**src/rtl/mem_bus_bridge.sv**
```systemverilog
// Bridge from the multicycle controller memory port to a single-outstanding
// request/response system bus, with registered outputs and a response timeout.
module mem_bus_bridge #(
  parameter int TIMEOUT = 255,
  parameter int TO_W    = 8
) (
  input  logic        clk,
  input  logic        reset,
  input  logic        MemReq,
  input  logic        MemWrite,
  input  logic [31:0] Adr,
  input  logic [31:0] WriteData,
  output logic [31:0] ReadData,
  output logic        MemReady,
  output logic        BusErr,
  output logic        BusReq,
  output logic        BusWe,
  output logic [31:0] BusAddr,
  output logic [31:0] BusWData,
  input  logic        BusGnt,
  input  logic        BusRValid,
  input  logic [31:0] BusRData
);

  typedef enum logic [1:0] {
    ST_IDLE = 2'd0,
    ST_REQ  = 2'd1,
    ST_WAIT = 2'd2,
    ST_DONE = 2'd3
  } state_t;

  localparam logic [TO_W-1:0] TO_LAST = TO_W'(TIMEOUT - 1);

  state_t            state_q, state_d;
  logic [TO_W-1:0]   cnt_q, cnt_d;
  logic [31:0]       rdata_q, rdata_d;
  logic              ready_q, ready_d;
  logic              err_q, err_d;
  logic              busreq_q, busreq_d;
  logic              buswe_q, buswe_d;
  logic [31:0]       busaddr_q, busaddr_d;
  logic [31:0]       buswdata_q, buswdata_d;

  assign ReadData = rdata_q;
  assign MemReady = ready_q;
  assign BusErr   = err_q;
  assign BusReq   = busreq_q;
  assign BusWe    = buswe_q;
  assign BusAddr  = busaddr_q;
  assign BusWData = buswdata_q;

  // State and output registers, cleared asynchronously on reset.
  always_ff @(posedge clk or negedge reset) begin
    if (!reset) begin
      state_q    <= ST_IDLE;
      cnt_q      <= '0;
      rdata_q    <= 32'h0000_0000;
      ready_q    <= 1'b0;
      err_q      <= 1'b0;
      busreq_q   <= 1'b0;
      buswe_q    <= 1'b0;
      busaddr_q  <= 32'h0000_0000;
      buswdata_q <= 32'h0000_0000;
    end else begin
      state_q    <= state_d;
      cnt_q      <= cnt_d;
      rdata_q    <= rdata_d;
      ready_q    <= ready_d;
      err_q      <= err_d;
      busreq_q   <= busreq_d;
      buswe_q    <= buswe_d;
      busaddr_q  <= busaddr_d;
      buswdata_q <= buswdata_d;
    end
  end

  // Next-state logic; MemReady/BusErr are computed one cycle early so they
  // are high exactly while the machine sits in DONE.
  always_comb begin
    state_d    = state_q;
    cnt_d      = cnt_q;
    rdata_d    = rdata_q;
    ready_d    = 1'b0;
    err_d      = 1'b0;
    busreq_d   = busreq_q;
    buswe_d    = buswe_q;
    busaddr_d  = busaddr_q;
    buswdata_d = buswdata_q;
    case (state_q)
      ST_IDLE: begin
        if (MemReq) begin
          busaddr_d  = {Adr[31:2], 2'b00};
          buswe_d    = MemWrite;
          buswdata_d = WriteData;
          busreq_d   = 1'b1;
          state_d    = ST_REQ;
        end else begin
          state_d = ST_IDLE;
        end
      end
      ST_REQ: begin
        if (BusGnt) begin
          busreq_d = 1'b0;
          cnt_d    = '0;
          state_d  = ST_WAIT;
        end else begin
          state_d = ST_REQ;
        end
      end
      ST_WAIT: begin
        if (BusRValid) begin
          if (!buswe_q) begin
            rdata_d = BusRData;
          end else begin
            rdata_d = rdata_q;
          end
          ready_d = 1'b1;
          state_d = ST_DONE;
        end else if (cnt_q == TO_LAST) begin
          ready_d = 1'b1;
          err_d   = 1'b1;
          state_d = ST_DONE;
        end else begin
          cnt_d = cnt_q + TO_W'(1);
        end
      end
      ST_DONE: begin
        state_d = ST_IDLE;
      end
      default: begin
        state_d = ST_IDLE;
      end
    endcase
  end

endmodule

```
**config.mk**
```make
export PLATFORM = sky130hd
export DESIGN_NAME = mem_bus_bridge
export DESIGN_NICKNAME = d
export VERILOG_FILES = /design/src/rtl/mem_bus_bridge.sv
export SDC_FILE = /design/constraint.sdc
export NUM_CORES = 1
export LEC_CHECK = 0
export CORE_MARGIN = 8
export CORE_UTILIZATION = 44
export CTS_CLUSTER_DIAMETER = 80
export DETAILED_ROUTE_END_ITERATION = 16
export PLACE_DENSITY = 0.86
export SLEW_MARGIN = 20
export SYNTH_ARGS = -nofsm -noshare
export SYNTH_HDL_FRONTEND = slang
export SYNTH_SLANG_ARGS = --single-unit
```
**constraint.sdc**
```tcl
create_clock -name clk -period 3.2 [get_ports clk]
set_input_delay 0.96 -clock clk [delete_from_list [all_inputs] [get_ports clk]]
set_output_delay 0.96 -clock clk [all_outputs]
set_load 0.03 [all_outputs]
```
After elaboration in Yosys (flattened, before gate mapping):

Index checks and enable logic that the tools add are counted.

* register bits after elaboration: 108
* latch bits: 0
* bits in writable memories: 0
* ROM bits: 0
* output and inout bits: 100
* logic and storage cells: 44
* memories kept: 0

* add/sub/neg operators: 1
* multipliers: 0
* div/mod/pow operators: 0
* magnitude comparators: 0
* eq/ne operators: 9
* shifts and indexed selects: 0
* mux-type cells: 17
* bitwise logic cells: 1
* reductions and logical operators: 7

Operators by type and width (number)
* $mux W8: 3
* $pmux W8 S2: 1
* $add A8 B1 Y8 const B: 1
* $eq A8 B8 Y1 const B: 1
* $mux W1: 8
* $ne A2 B2 Y1 const B: 4
* $pmux W2 S4: 1
* $mux W2: 3
* $reduce_and A3 Y1: 2
* $eq A2 B2 Y1 const B: 2
* $reduce_and A4 Y1: 1
* $reduce_bool A2 Y1: 2
* $ne A3 B3 Y1 const B: 1
* $eq A2 B1 Y1 const B: 1
* $logic_not A2 Y1: 1
* $pmux W1 S2: 1
* $reduce_and A2 Y1: 1
* $not A1 Y1: 1

Depth between registers and ports, before layout:

Gate-level depths: netlist of run 1.

* depth after elaboration: 4
* mapped depth: 6
* depth with buffers taken out: 6

Worst setup path after synthesis of run 1:

Ideal clock, no wire load.

* path kind: in2reg
* from: input port MemReq
* to: register busaddr_q[10] (netlist: BusAddr[10])
* data arrival time: 1.858 ns
* setup slack: 1.217 ns
* stages: 4
* buffers on the path: 2
* cell sequence: nor3b_1 > buf_2 > buf_2 > mux2_2

* word-level cells in the longest chain between the ends: 1

RTL lines
* from (decl): line 9 `input logic MemReq,`
* $reduce_and A2 Y1 (no source line)
* to (signal assigned): line 72 `busaddr_q <= busaddr_d;`
* to (decl): line 41 `logic [31:0] busaddr_q, busaddr_d;`

No other way between the ends.
A chain may end at the register's enable or synchronous reset.

Worst setup path after layout of run 1:

* from: register buswe_q (netlist: BusWe)
* to: output port BusWe

RTL lines
* from (decl): line 40 `logic buswe_q, buswe_d;`
* from (signal assigned): line 71 `buswe_q <= buswe_d;`
* to (decl): line 17 `output logic BusWe,`

No word-level cell between the ends.

==> metrics.md, run 1 <==
| Metric | Value |
|---|---|
| Status | finished, final reports clean |
| Vias in the first global route | 3,393 |
| Commonest cells post-synth | 108 x dfrtp_1, 95 x mux2_2, 9 x nand3_1, 7 x buf_2, 6 x nor2_1 |
| Sequential-to-total area share from yosys stat | 64.6% |
| I/O Pins | 202 |
| Antenna viol nets, final | 0 |
| Initial DRC count | 104 |
| Hold-fix buffers, CTS | 0 |
| Slowest stage cell on the critical path | clkdlybuf4s50_1 |
| Worst vdd ir | 643 uV |
| Dpl hpwl | 8530 um |
| Yosys cell types | 27 |
| WP data required | 2240 ps |
| Layout fillers | 666 |
| # nets final | 574 |
| Gr usage total | 17.0% |
| Critical R2R Launch | state_q[0] |
| Row count | 35 |
| Area contributors post-synth | dfrtp_1 65%, mux2_2 26%, nand3_1 1.1% |
| Clk sinks | 108 |
| Root Buffer | clkbuf_8 |
| Leakage power figure | 2.67 nW |
| DR pass1 iterations | 5 |
| Worst-Skew Late Latency | 350 ps |
| Setup Skew | 12.2 ps |
| CP Launch Type | register |
| Post-synth EDFFs | 0 |
| Setup crit end kind | output pin |
| Tcrit/Tclk final | 77.0% |
| Slew Limit Fails | 0 |
| Post-synth top area share | 64.6% |
| Post-synthesis register bit count | 108 |
| Most frequent cell after synthesis | dfrtp_1 |
| PortBufs | 197 |
| Critical path arrival | 1500 ps |
| Initial Util | 45.3% |
| Max Cap Viol | 0 |
| Hold Startpoint | cnt_q[6] |
| Inserted Diodes | 0 |
| Gate count of the mapped netlist | 269 |
| Via Count | 2,952 |
| Synthesized cell area | 4180 um^2 |
| Multi-input gate area | 1410 um^2 |
| CTS Buf Count | 9 |
| First-pass GRT wire length | 17,500 um |
| Fin Setup TNS | 0 ps |
| Final Hold Viols | 0 |
| Power per Cell Area | 1060 nW/um^2 |
| Area added between synthesis and finish | 55.1% |
| Synth warn | 0 |
| Crit path launch | BusWe |
| Worst-path cell chain | clkdlybuf4s50_1 |
| Layout cells sized above 1 | 25.5% |
| Crit-path max FO | 3 |
| GP Congestion | 0.781 |
| Pin count of the biggest net entering global routing | 65 |
| Postcts setup bufs | 0 |
| WL final | 10,900 um |
| Main flop type after synthesis | dfrtp_1 |
| CP delay by family, top | buffers and inverters |
| Synth async-reset ratio | 100% |
| Max Root-Sink Buffers | 2 |
| Initial antenna violation count | 0 |
| CTS resizes | 0 |
| Vias per std cell | 4.89 |
| Fmax | 406 MHz |
| RSZ-0062 raised after global routing | no |
| Worst Hold Class | reg2reg |
| Rel. slew slack | 61.9% |
| CTS clk-pin slew, worst paths | 100 ps |
| Buf/Inv on CP | 1 |
| Worst hold slack | 502 ps |
| Total grt overflow | 0 |
| Min Tclk post-route | 2460 ps |
| Wire per inst | 18.0 um |
| CTS tree | done |
| Final setup viols | 0 |
| Drt drc | 0 |
| Worst setup path class | reg2out |
| Core Region | 9240 um^2 |
| Avg Cell Area, Syn | 15.6 um^2 |
| Crit path largest cell delay | 720 ps |
| Die Span Y | 114 um |
| Die Area | 12,900 um^2 |
| Reg area | 2700 um^2 |
| DIE WIDTH | 114 um |
| CTS HTree Levels | 3 |
| Yosys top cell by area | dfrtp_1 |
| Worst Max-Slew Pin Slew | 572 ps |
-- state kept, by name (all words and copies together) (netlist names), named ones only --
name      cells
cnt_q         8
BusWe         1
BusReq        1
MemReady      1
BusWData     32
BusErr        1
ReadData     32
BusAddr      30
state_q       1
-- where the power goes --
| part | switching [mW] | internal, mW | total, mW |
|---|---|---|---|
| Combinational | 2.00 | 1.77 | 3.77 |
| Sequential | 0.364 | 2.01 | 2.37 |
| Clock | 0.448 | 0.307 | 0.755 |
| Total | 2.81 | 4.09 | 6.90 |
-- cell families (layout without fill, tap and decap cells) --
kind of cell,count (synthesis),after routing,synth area share [%]
other,1,2,0.0896
DFF,108,108,64.6
and+or+nand+nor,27,27,3.86
adders and majority gates,2,2,0.598
AOI/OAI and AO/OA,21,21,3.29
buffers and inverters,15,220,2.00
muxes,95,95,25.6
-- placed cells by master, fill, tap and decap left out, drive strengths merged, types with 2 or more instances in the layout --
cell type	Yosys	layout
conb	1	2
clkdlybuf4s50	0	196
clkinv	0	3
nor3b	3	3
nand2	4	4
mux2	95	95
a31oi	2	2
clkbuf	0	11
a2bb2oi	2	2
ha	2	2
nand3	9	9
a21oi	5	5
nor2	6	6
buf	12	5
dfrtp	108	108
o21a	2	2
o21ai	6	6
a21boi	2	2
inv	3	4
-- path summary, 6_finish.rpt --
check                                to  slack [ps]  cells past startpoint
setup / recovery                  BusWe         740                      1
min in group asynchronous   BusWData[1]         590                      1
hold reg to reg                cnt_q[6]         500                      1
hold / removal                 cnt_q[6]         500                      1
max in group asynchronous  BusWData[13]        1870                      2
setup reg to reg           ReadData[16]        1410                      4
-- layout make-up --
cell class,count,area share (%)
multi-input combinational,147,21.8
tap,129,2.49
clock buffer,11,2.18
inverter,3,0.174
timing repair buffer,201,31.2
clock inverter,5,0.540
sequential,108,41.7
-- per-stage QoR --
step / worst slack [ps] / total power [mW] / std cells / instance area [um^2] / util [%]
2_1_floorplan: 1220 / 4.50 / 270 / 4190 / -
3_3_place_gp: 579 / 6.11 / 588 / 6310 / 68.3
3_5_place_dp: 545 / 6.22 / 588 / 6310 / 68.3
4_1_cts: 715 / 6.99 / 604 / 6490 / 70.2
5_1_grt: 691 / 7.25 / 604 / 6490 / 70.2
6_report: 736 / 6.90 / 604 / 6490 / 70.2
-- routing by layer --
| layer | up-vias | share of wire [%] | global-route usage [%] |
|---|---|---|---|
| met1 | 1452 | 37 | 18.1 |
| li1 | 1353 | - | - |
| met2 | 132 | 51 | 29.7 |
| met3 | 15 | 10 | 7.08 |
| met5 | - | 0 | 0 |
| met4 | 0 | 1.7 | 5.95 |
Note: power is estimated with default switching activity, not from simulation.
==> run 2, diff against run 1 <==
--- a/config.mk
+++ b/config.mk
@@ -6,10 +6,10 @@
 export NUM_CORES = 1
 export LEC_CHECK = 0
 export CORE_MARGIN = 8
-export CORE_UTILIZATION = 44
+export CORE_UTILIZATION = 41
 export CTS_CLUSTER_DIAMETER = 80
 export DETAILED_ROUTE_END_ITERATION = 16
-export PLACE_DENSITY = 0.86
+export PLACE_DENSITY = 0.81
 export SLEW_MARGIN = 20
 export SYNTH_ARGS = -nofsm -noshare
 export SYNTH_HDL_FRONTEND = slang
==> constraint.sdc (replaced) <==
create_clock -name clk -period 2.4 [get_ports clk]
set_input_delay 0.72 -clock clk [delete_from_list [all_inputs] [get_ports clk]]
set_output_delay 0.72 -clock clk [all_outputs]
set_load 0.03 [all_outputs]
==> run 2 against run 1 <==
Compared with the run above:
- via count up 1.6%
- setup slack worse by 560 ps
- wire length about the same
- non-clock buffer count up 2
- critical path type unchanged
==> metrics.md, run 2 (same netlist as run 1, synthesis figures left out) <==
| Metric | Value |
|---|---|
| Min Tclk post-route | 2220 ps |
| Inst Count DP | 597 (+1.5%) |
| Initial Util | 41.3% (-4.0 points) |
| I/O Pins | 202 (unchanged) |
| CTS HTree Levels | 3 (unchanged) |
| Clk sinks | 108 (unchanged) |
| Layout cells sized above 1 | 25.8% (+0.31 points) |
| Initial DRC count | 77 (-26%) |
| Slowest stage cell on the critical path | clkdlybuf4s50_1 |
| Worst-Skew Late Latency | 370 ps (+20 ps) |
| Initial antenna violation count | 0 (unchanged) |
| Setup crit end kind | output pin |
| Wire per inst | 17.8 um (-1.4%) |
| Crit path largest cell delay | 710 ps (about the same) |
| Vias in the first global route | 3,341 (-1.5%) |
| Antenna viol nets, final | 0 (unchanged) |
| Rel. slew slack | 62.4% (+0.56 points) |
| Area added between synthesis and finish | 56.3% |
| Buf/Inv on CP | 1 (unchanged) |
| Final setup viols | 0 (unchanged) |
| Final Hold Viols | 0 (unchanged) |
| CTS Buf Count | 9 (unchanged) |
| Max Root-Sink Buffers | 2 (unchanged) |
| R2R Path End | ReadData[15] |
| Critical path arrival | 1500 ps (about the same) |
| GP Congestion | 0.794 (+1.7%) |
| Root Buffer | clkbuf_8 |
| Drt drc | 0 (unchanged) |
| Most common cell after layout, fill and taps aside | clkdlybuf4s50_1 |
| CP Launch Type | register |
| Hold-fix buffers, CTS | 0 (unchanged) |
| Inserted Diodes | 0 (unchanged) |
| Worst Reg2Reg Path Length in Cells | 4 (unchanged) |
| Dpl hpwl | 8500 um (-0.28%) |
| Crit-path max FO | 3 (unchanged) |
| PortBufs | 197 (unchanged) |
| Non-Filler Instances | 613 (+1.5%) |
| Worst Hold Class | in2async |
| CTS resizes | 0 (unchanged) |
| CTS clk-pin slew, worst paths | 100 ps (about the same) |
| Layout fillers | 753 (+13%) |
| Most frequent cells in the layout | 196 x clkdlybuf4s50_1, 108 x dfrtp_1, 95 x mux2_2 |
| Pin count of the biggest net entering global routing | 65 (unchanged) |
| Leakage power figure | 2.69 nW (+0.69%) |
| First-pass GRT wire length | 17,000 um (-2.7%) |
| Worst Max-Slew Pin Slew | 564 ps (-8.33 ps) |
| Slew Limit Fails | 0 (unchanged) |
| DR pass1 iterations | 4 (-1) |
| CTS tree | done |
| Worst setup path class | reg2out |
| Util after Layout | 64.5% (-5.7 points) |
| Tcrit/Tclk final | 92.7% |
| Row count | 37 (+5.7%) |
| Die Area | 13,700 um^2 (+6.3%) |
| Die Span Y | 117 um (+3.1%) |
| Max Cap Viol | 0 (unchanged) |
| Fmax | 450 MHz |
| Worst-path cell chain | clkdlybuf4s50_1 |
| Total grt overflow | 0 (unchanged) |
| RSZ-0062 raised after global routing | no |
| # nets final | 576 (+0.35%) |
| CP delay by family, top | buffers and inverters |
| Status | finished, final reports clean |
| Postcts setup bufs | 0 (unchanged) |
| Reg-to-reg slack, setup | 740 ps (-670 ps) |
| Gr usage total | 16.3% (-0.72 points) |
| WP data required | 1680 ps (-560 ps) |
| Worst vdd ir | 609 uV (-5.3%) |
| Setup Skew | 11.0 ps (-1.23 ps) |
| DIE WIDTH | 117 um (+3.1%) |
| WL final | 10,900 um (about the same) |
| Via Count | 2,998 (+1.6%) |
| Core Region | 10,100 um^2 (+9.7%) |
| Fin Setup TNS | 0 ps (unchanged) |
| Vias per std cell | 4.89 (about the same) |
| Power per Cell Area | 1420 nW/um^2 (+33%) |
| Critical R2R Launch | state_q[0] |
-- run 2: cell count changes in the layout (fill, tap and decap cells not counted) --
| cell | before | now |
|---|---|---|
| buf_12 | 2 | 3 |
| buf_4 | 3 | 4 |
| bufinv_16 | 0 | 1 |
| clkbuf_8 | 10 | 9 |
| clkinv_4 | 1 | 2 |
| inv_6 | 1 | 0 |
-- run 2: per-stage QoR --
| step | instance area, um^2 | setup WS [ps] | hold slack [ps] | power, mW |
|---|---|---|---|---|
| 2_1_floorplan | 4190 | 657 | 424 | 6.00 |
| 3_3_place_gp | 6350 | 137 | 477 | 8.16 |
| 3_5_place_dp | 6350 | 77.8 | 481 | 8.30 |
| 4_1_cts | 6540 | 133 | 336 | 9.42 |
| 5_1_grt | 6540 | 89.0 | 355 | 9.76 |
| 6_report | 6540 | 175 | 331 | 9.28 |
-- run 2: worst reg2reg max path: stages (launching register included) --
cell and delay (ps):
dfrtp_1 490, nand2b_4 220, nor3b_4 220, buf_12 230, mux2_2 370
-- run 2: worst max path at each step --
stage	start	slack (ps)	endpoint	cells after the start
floorplan	MemReq	660	BusAddr[10]	4
global placement	MemReq	140	BusWData[10]	4
detailed placement	MemReq	80	BusWData[13]	4
CTS	BusWe	130	BusWe	1
global route	BusWe	90	BusWe	1
finish	BusWe	180	BusWe	1
-- run 2: final cells by class --
type	instances	area (um^2)	share of cell area, %
inverters	3	11.3	0.172
multi-input cells	147	1410	21.6
repair buffers	203	2050	31.4
well taps	136	170	2.60
clock buffers	10	128	1.95
clock inverters	6	65.1	0.995
flip-flops and latches	108	2700	41.3
-- run 2: where the power goes --
group          internal [mW]  switching [mW]  leakage (nW)
Clock                  0.484           0.615        0.0962
Combinational           2.37            2.65          1.29
Sequential              2.68           0.475          1.30
Total                   5.54            3.74          2.69
-- run 2: per-layer routing --
metal	global-route usage, %	vias to the layer above	routed length (um)
met1	17.0	1481	3870
met5	0	-	0
met4	8.11	0	291
met2	27.5	135	5470
met3	7.23	25	1280
li1	-	1357	-
